$ cat src/rtl/stopwatch_pkg.sv
`default_nettype none
// ============================================================================
//  Module   : stopwatch_pkg
//  Brief    : Shared constants, controller state type, 7-segment decoder and
//             single-digit BCD increment/decrement helpers for the stopwatch.
//  Revision : 1.0  initial release
// ============================================================================
package stopwatch_pkg;

    // All segments and the decimal point off (active-low)
    localparam logic [7:0] SEG_BLANK = 8'hFF;

    typedef enum logic [0:0] {
        STOPPED = 1'b0,
        RUNNING = 1'b1
    } sw_state_t;

    // Active-low {g,f,e,d,c,b,a}; any non-decimal code blanks the digit
    function automatic logic [6:0] seg7_decode(input logic [3:0] d);
        case (d)
            4'd0:    return 7'h40;
            4'd1:    return 7'h79;
            4'd2:    return 7'h24;
            4'd3:    return 7'h30;
            4'd4:    return 7'h19;
            4'd5:    return 7'h12;
            4'd6:    return 7'h02;
            4'd7:    return 7'h78;
            4'd8:    return 7'h00;
            4'd9:    return 7'h10;
            default: return 7'h7F;
        endcase
    endfunction

    // Digit increment; 9 rolls to 0 (the caller derives the carry)
    function automatic logic [3:0] bcd_inc(input logic [3:0] d);
        return (d >= 4'd9) ? 4'd0 : d + 4'd1;
    endfunction

    // Digit decrement; 0 rolls to 9 (the caller derives the borrow)
    function automatic logic [3:0] bcd_dec(input logic [3:0] d);
        return ((d == 4'd0) || (d > 4'd9)) ? 4'd9 : d - 4'd1;
    endfunction

endpackage
`default_nettype wire

$ cat src/rtl/seg_scan_mux.sv
`default_nettype none
// ============================================================================
//  Module   : seg_scan_mux
//  Brief    : Multiplexed 7-segment scanner: scan prescaler, digit index,
//             registered anode/segment drive and display-enable blanking.
//  Revision : 1.0  initial release
// ============================================================================
module seg_scan_mux #(
    parameter int DIGITS = 4,
    parameter int SDIV   = 2,
    parameter int DP_POS = 2
) (
    input  logic                  clk,
    input  logic                  rst,
    input  logic                  dispen,
    input  logic [4*DIGITS-1:0]   digits,
    output logic [DIGITS-1:0]     an,
    output logic [7:0]            seg
);
    import stopwatch_pkg::*;

    localparam int SW = (SDIV > 1) ? $clog2(SDIV) : 1;
    localparam int IW = (DIGITS > 1) ? $clog2(DIGITS) : 1;
    localparam logic [SW-1:0] c_sdiv_max = SW'(SDIV - 1);
    localparam logic [IW-1:0] c_idx_max  = IW'(DIGITS - 1);

    logic [SW-1:0]      r_sdiv;
    logic [IW-1:0]      r_idx;
    logic [3:0]         w_digit;
    logic [DIGITS-1:0]  w_an;
    logic               w_dp;

    // Scan prescaler and digit index: index steps once every SDIV cycles
    always_ff @(posedge clk or posedge rst) begin
        if (rst) begin
            r_sdiv <= '0;
            r_idx  <= '0;
        end else if (r_sdiv == c_sdiv_max) begin
            r_sdiv <= '0;
            r_idx  <= (r_idx == c_idx_max) ? '0 : r_idx + 1'b1;
        end else begin
            r_sdiv <= r_sdiv + 1'b1;
        end
    end

    // Select the digit under the current index and build its anode pattern
    always_comb begin
        w_digit = 4'd0;
        w_an    = '1;
        for (int i = 0; i < DIGITS; i++) begin
            if (int'(r_idx) == i) begin
                w_digit = digits[4*i +: 4];
                w_an[i] = 1'b0;
            end
        end
        w_dp = (int'(r_idx) != DP_POS);
    end

    // Registered pin drive; blanking only gates the pins, scanning keeps going
    always_ff @(posedge clk or posedge rst) begin
        if (rst) begin
            an  <= '1;
            seg <= SEG_BLANK;
        end else if (dispen) begin
            an  <= w_an;
            seg <= {w_dp, seg7_decode(w_digit)};
        end else begin
            an  <= '1;
            seg <= SEG_BLANK;
        end
    end

endmodule
`default_nettype wire

$ cat src/rtl/stopwatch_ndigit.sv
`default_nettype none
// ============================================================================
//  Module   : stopwatch_ndigit
//  Brief    : N-digit BCD stopwatch / countdown timer with button edge
//             detection, preset load, lap freeze, wrap/done flags and a
//             multiplexed 7-segment display driver.
//  Revision : 1.0  initial release
// ============================================================================
module stopwatch_ndigit #(
    parameter int DIGITS  = 4,
    parameter int CLK_HZ  = 50000000,
    parameter int TICK_HZ = 100,
    parameter int SCAN_HZ = 1000,
    parameter int DP_POS  = 2
) (
    input  logic                  clk,
    input  logic                  rst,
    input  logic                  start,
    input  logic                  stop,
    input  logic                  inc,
    input  logic                  lap,
    input  logic                  load,
    input  logic                  up_down,
    input  logic [4*DIGITS-1:0]   preset,
    input  logic                  dispen,
    output logic [DIGITS-1:0]     an,
    output logic [7:0]            seg,
    output logic [4*DIGITS-1:0]   count,
    output logic                  running,
    output logic                  wrap,
    output logic                  done
);
    import stopwatch_pkg::*;

    localparam int W    = 4 * DIGITS;
    localparam int DIV  = CLK_HZ / TICK_HZ;
    localparam int SDIV = CLK_HZ / SCAN_HZ;
    localparam int PW   = $clog2(DIV);
    localparam logic [PW-1:0] c_div_max = PW'(DIV - 1);

    logic            r_start_q, r_stop_q, r_inc_q, r_lap_q, r_load_q, r_up_down_q;
    logic            w_start_e, w_stop_e, w_inc_e, w_lap_e, w_load_e;
    sw_state_t       r_state;
    logic [PW-1:0]   r_presc;
    logic            w_tick;
    logic [W-1:0]    r_count, r_lap_val, w_display;
    logic [W-1:0]    w_inc_val, w_dec_val, w_preset_bcd;
    logic            w_all9, w_zero, w_dec_zero;
    logic            r_lap_hold, r_wrap, r_done;

    // Previous-cycle copies of the button and mode inputs for edge/change detect
    always_ff @(posedge clk or posedge rst) begin
        if (rst) begin
            r_start_q   <= 1'b0;
            r_stop_q    <= 1'b0;
            r_inc_q     <= 1'b0;
            r_lap_q     <= 1'b0;
            r_load_q    <= 1'b0;
            r_up_down_q <= 1'b0;
        end else begin
            r_start_q   <= start;
            r_stop_q    <= stop;
            r_inc_q     <= inc;
            r_lap_q     <= lap;
            r_load_q    <= load;
            r_up_down_q <= up_down;
        end
    end

    assign w_start_e = start & ~r_start_q;
    assign w_stop_e  = stop  & ~r_stop_q;
    assign w_inc_e   = inc   & ~r_inc_q;
    assign w_lap_e   = lap   & ~r_lap_q;
    assign w_load_e  = load  & ~r_load_q;
    assign w_tick    = (r_state == RUNNING) && (r_presc == c_div_max);

    // Whole-word ripple +1/-1 candidates, all-9s/all-0s flags and preset cleanup
    always_comb begin
        logic       w_carry;
        logic       w_borrow;
        logic [3:0] w_dig;
        logic [3:0] w_pre;
        w_carry      = 1'b1;
        w_borrow     = 1'b1;
        w_inc_val    = '0;
        w_dec_val    = '0;
        w_preset_bcd = '0;
        for (int i = 0; i < DIGITS; i++) begin
            w_dig = r_count[4*i +: 4];
            w_pre = preset[4*i +: 4];
            w_inc_val[4*i +: 4]    = w_carry  ? bcd_inc(w_dig) : w_dig;
            w_dec_val[4*i +: 4]    = w_borrow ? bcd_dec(w_dig) : w_dig;
            w_preset_bcd[4*i +: 4] = (w_pre > 4'd9) ? 4'd0 : w_pre;
            w_carry  = w_carry  & (w_dig == 4'd9);
            w_borrow = w_borrow & (w_dig == 4'd0);
        end
        w_all9     = w_carry;
        w_zero     = w_borrow;
        w_dec_zero = (w_dec_val == '0);
    end

    // Control FSM, tick prescaler and BCD counter; priority load > stop > start > inc
    always_ff @(posedge clk or posedge rst) begin
        if (rst) begin
            r_state <= STOPPED;
            r_presc <= '0;
            r_count <= '0;
            r_wrap  <= 1'b0;
            r_done  <= 1'b0;
        end else begin
            r_wrap <= 1'b0;
            // A mode flip invalidates a finished countdown; a new done below wins
            if (up_down != r_up_down_q) begin
                r_done <= 1'b0;
            end
            if (w_load_e) begin
                r_count <= w_preset_bcd;
                r_state <= STOPPED;
                r_done  <= 1'b0;
                r_presc <= '0;
            end else if (w_stop_e) begin
                r_state <= STOPPED;
            end else if (w_start_e) begin
                r_done  <= 1'b0;
                r_presc <= '0;
                // A countdown from zero has nothing to do
                if (!(up_down && w_zero)) begin
                    r_state <= RUNNING;
                end
            end else if (w_inc_e && (r_state == STOPPED)) begin
                if (!up_down) begin
                    r_count <= w_inc_val;
                    r_wrap  <= w_all9;
                end else if (!w_zero) begin
                    r_count <= w_dec_val;
                end
            end else if (r_state == RUNNING) begin
                r_presc <= w_tick ? '0 : r_presc + 1'b1;
                if (w_tick) begin
                    if (!up_down) begin
                        r_count <= w_inc_val;
                        r_wrap  <= w_all9;
                    end else if (w_zero) begin
                        // Mode switched to down while sitting at zero
                        r_state <= STOPPED;
                        r_done  <= 1'b1;
                    end else begin
                        r_count <= w_dec_val;
                        if (w_dec_zero) begin
                            r_state <= STOPPED;
                            r_done  <= 1'b1;
                        end
                    end
                end
            end
        end
    end

    // Lap register: first edge freezes a snapshot, second edge returns to live
    always_ff @(posedge clk or posedge rst) begin
        if (rst) begin
            r_lap_hold <= 1'b0;
            r_lap_val  <= '0;
        end else if (w_load_e) begin
            r_lap_hold <= 1'b0;
        end else if (w_lap_e) begin
            if (!r_lap_hold) begin
                r_lap_val  <= r_count;
                r_lap_hold <= 1'b1;
            end else begin
                r_lap_hold <= 1'b0;
            end
        end
    end

    assign w_display = r_lap_hold ? r_lap_val : r_count;

    seg_scan_mux #(
        .DIGITS (DIGITS),
        .SDIV   (SDIV),
        .DP_POS (DP_POS)
    ) u_scan (
        .clk    (clk),
        .rst    (rst),
        .dispen (dispen),
        .digits (w_display),
        .an     (an),
        .seg    (seg)
    );

    assign count   = r_count;
    assign running = (r_state == RUNNING);
    assign wrap    = r_wrap;
    assign done    = r_done;

endmodule
`default_nettype wire

$ cat config.mk
export PLATFORM = sky130hd
export DESIGN_NAME = stopwatch_ndigit
export DESIGN_NICKNAME = d
export VERILOG_FILES = /design/src/rtl/stopwatch_pkg.sv /design/src/rtl/seg_scan_mux.sv /design/src/rtl/stopwatch_ndigit.sv
export SDC_FILE = /design/constraint.sdc
export NUM_CORES = 1
export LEC_CHECK = 0
export CAP_MARGIN = 15
export CORE_UTILIZATION = 31
export DETAILED_ROUTE_END_ITERATION = 7
export GPL_TIMING_DRIVEN = 0
export HOLD_SLACK_MARGIN = 0.03
export PLACE_DENSITY = 0.55
export REMOVE_ABC_BUFFERS = 1
export SLEW_MARGIN = 20
export SYNTH_ARGS = -nofsm -noshare
export SYNTH_HDL_FRONTEND = slang
export SYNTH_SLANG_ARGS = --single-unit
$ cat constraint.sdc
create_clock -name clk -period 9.2 [get_ports clk]
set_clock_uncertainty 0.2 [all_clocks]
set_input_delay 1.38 -clock clk [delete_from_list [all_inputs] [get_ports clk]]
set_output_delay 1.38 -clock clk [all_outputs]
set_load 0.005 [all_outputs]
==> results.toml <==
[status]
status = "finished clean"

[run]
drv_cap = 0

[power_and_ir_drop]
ir_drop_v = 0.0000952
combPwrFrac_pct = 36.6
power_density_nw_per_um2 = 225
p_leak_nw = 2.76
netSwitchingFraction_pct = 38.0
p_sw_mw = 0.572
power_frac_seq_pct = 39.7
p_clk_share_pct = 23.7
p_int_mw = 0.932

[cells_and_area]
final_common_cell = "dfrtp_1"
regArea_um2 = 2270
drive_above_1_share_pct = 8.96
diodes = 0
final.fill_count = 1701
final_core_util_pct = 38.3
multi_input_area_um2 = 3140
nets = 716
areaGrowthSynthToFinish_pct = 19.3
final_cell_mix = "dfrtp_1, nor2_1, nand2_1, clkdlybuf4s50_1, o21ai_0"

[clock_tree]
cts.clk_slew.worst_paths_ps = 70
cts_max_path_buffers = 2
post-cts-setup-buffers = 0
numCtsBuffers = 9
cts_sinks = 90
clkLatencyLatePin_ps = 350
cts_tree = "built"
ctsHoldBuffers = 0
htreeDepth = 3
cts_resized = 0
clk_root_buffer_cell = "clkbuf_16"

[min_path]
holdCritPathClass = "reg2reg"
min-delay-start = "u_scan.r_sdiv[0]"
hold_depth = 1
hold_end = "u_scan.r_sdiv[0]"

[synthesis]
post_synth_num_cell_types = 66
ys_seq_area_share_pct = 40.4
synth_area_per_cell_um2 = 9.01
synth.ff_latch_count = 90
async_reset_ff_share_pct = 100
syn_area_um2 = 5610
synth_warnings = 0
synth-main-ff-cell = "dfrtp_1"
synthCells = 623
synth-edff-count = 0

[critical_path]
ff2ff_setup_slack_ps = 5770
worstPathMaxFanout = 18
endpoint_kind = "register"
r2r_cells = 8
r2r-start = "r_lap_hold"
reg2reg_to = "u_scan.seg[4]"
worstSetupStartpointType = "input pin"
cp_data_required_time_ps = 9290
path_class = "in2reg"
arrival_ps = 4510

[timing]
min_period_ps = 4420
min_period_over_period_pct = 48.0
tns_ps = 0
tightest_slew_ps = 1020
rsz0062_at_grt = "false"
finalSetupViolCount = 0
hold_viol_final = 0
max_freq_ghz = 0.226
slew_headroom_pct = 31.9
slew_viol_final = 0

[global_routing]
grt_max_degree = 67
grt-ovfl-total = 0
grt_pass1_wl_um = 23600
grt_pass1_vias = 4630
grtUsageTotal_pct = 16.3
antenna_found_initial = 0

[die]
design.die.area_um2 = 18600
ios = 56
core_um2 = 17500
die_w_um = 137
rows = 48
die_y_um = 137
initial_core_util_pct = 32.1

[placed_design]
hpwl_um = 10400
port_buffers = 55
gp_congestion = 0.875

[detailed_routing]
routed_wl_um = 14300
dr_total_vias = 4742
wire_per_inst_um = 15.9
antenna_left = 0
viasPerCell = 5.30
drc_errors = 0
dr.pass1.iters = 7
drt_iter0_markers = 376
==> kinds of logic (layout without fill, tap and decap cells) <==
kind of cell / after synthesis / in the layout / synth area share (%)
xor+xnor: 39 / 39 / 6.09
buf+inv: 57 / 104 / 4.04
fa+ha+maj: 26 / 26 / 5.80
mux: 28 / 28 / 5.22
flops: 90 / 90 / 40.4
compound gates: 137 / 137 / 15.9
simple gates: 246 / 246 / 22.5
==> layout make-up <==
cell class / instances / share of cell area [%]
inverter: 29 / 1.70
multi-input combinational: 476 / 47.0
tap: 225 / 4.21
clock inverter: 6 / 0.748
timing repair buffer: 59 / 9.09
clock buffer: 10 / 3.42
sequential: 90 / 33.9
==> stage by stage <==
stage / setup WS, ps / cell area [um^2] / cells / power [mW] / hold slack (ps)
after global placement: 3770 / 6320 / 875 / 1.13 / 242
final: 4780 / 6690 / 895 / 1.50 / 258
after global routing: 4530 / 6690 / 895 / 1.61 / 302
after CTS: 4840 / 6690 / 895 / 1.51 / 258
after floorplan: 5300 / 5490 / 595 / 0.923 / 225
after detailed placement: 4470 / 6410 / 879 / 1.15 / 248
==> worst max path at each step <==
stage	slack, ps	startpoint	to	depth (start not counted)
after detailed placement	4470	up_down	count[5]	7
after global placement	3770	rst	r_presc[14]	2
final	4780	up_down	count[5]	7
after floorplan	5300	rst	count[0]	1
after global routing	4530	up_down	count[5]	7
after CTS	4840	up_down	count[5]	7
==> power groups by stage <==
stage	clock [mW]	sequential, mW	combinational, mW
2_1_floorplan	0	0.567	0.355
3_3_place_gp	0	0.597	0.532
3_5_place_dp	0	0.601	0.547
4_1_cts	0.369	0.595	0.550
5_1_grt	0.385	0.612	0.618
6_report	0.356	0.597	0.551
==> sequential cells by signal, indices dropped and copies added (netlist names) <==
signal / flops
r_presc: 19
u_scan.an: 4
u_scan.seg: 7
wrap: 1
r_lap_val: 16
u_scan.r_idx: 2
done: 1
r_up_down_q: 1
r_inc_q: 1
r_lap_q: 1
r_load_q: 1
running: 1
r_start_q: 1
u_scan.r_sdiv: 16
count: 16
r_lap_hold: 1
r_stop_q: 1
==> Yosys cell counts (11+ instances only) <==
master	count	share of area, %
inv_1	29	1.9
nor2_1	62	4.1
nand3_1	39	3.5
ha_1	26	5.8
nand2_1	55	3.7
nand4_1	11	1.2
clkbuf_1	24	1.6
o21ai_0	40	3.6
mux2i_1	18	3.2
xnor2_1	19	3.0
dfstp_2	11	5.2
dfrtp_1	79	35
xor2_1	20	3.1
a21oi_1	21	1.9
==> critical path, cell delays in order <==
cell and delay [ps]:
clkdlybuf4s50_1 940, inv_1 350, nor2_1 860, nand3_1 300, a211o_1 340, a21boi_0 170
mux2_2 160
==> routing by layer <==
layer / global-route usage [%] / part of all wire [%] / vias to the layer above
met3: 3.59 / 5.5 / 18
li1: - / - / 2309
met5: 0 / 0 / -
met1: 21.6 / 47 / 2284
met2: 25.5 / 46 / 131
met4: 6.79 / 1.8 / 0
Power figures use the tool's default switching activity.
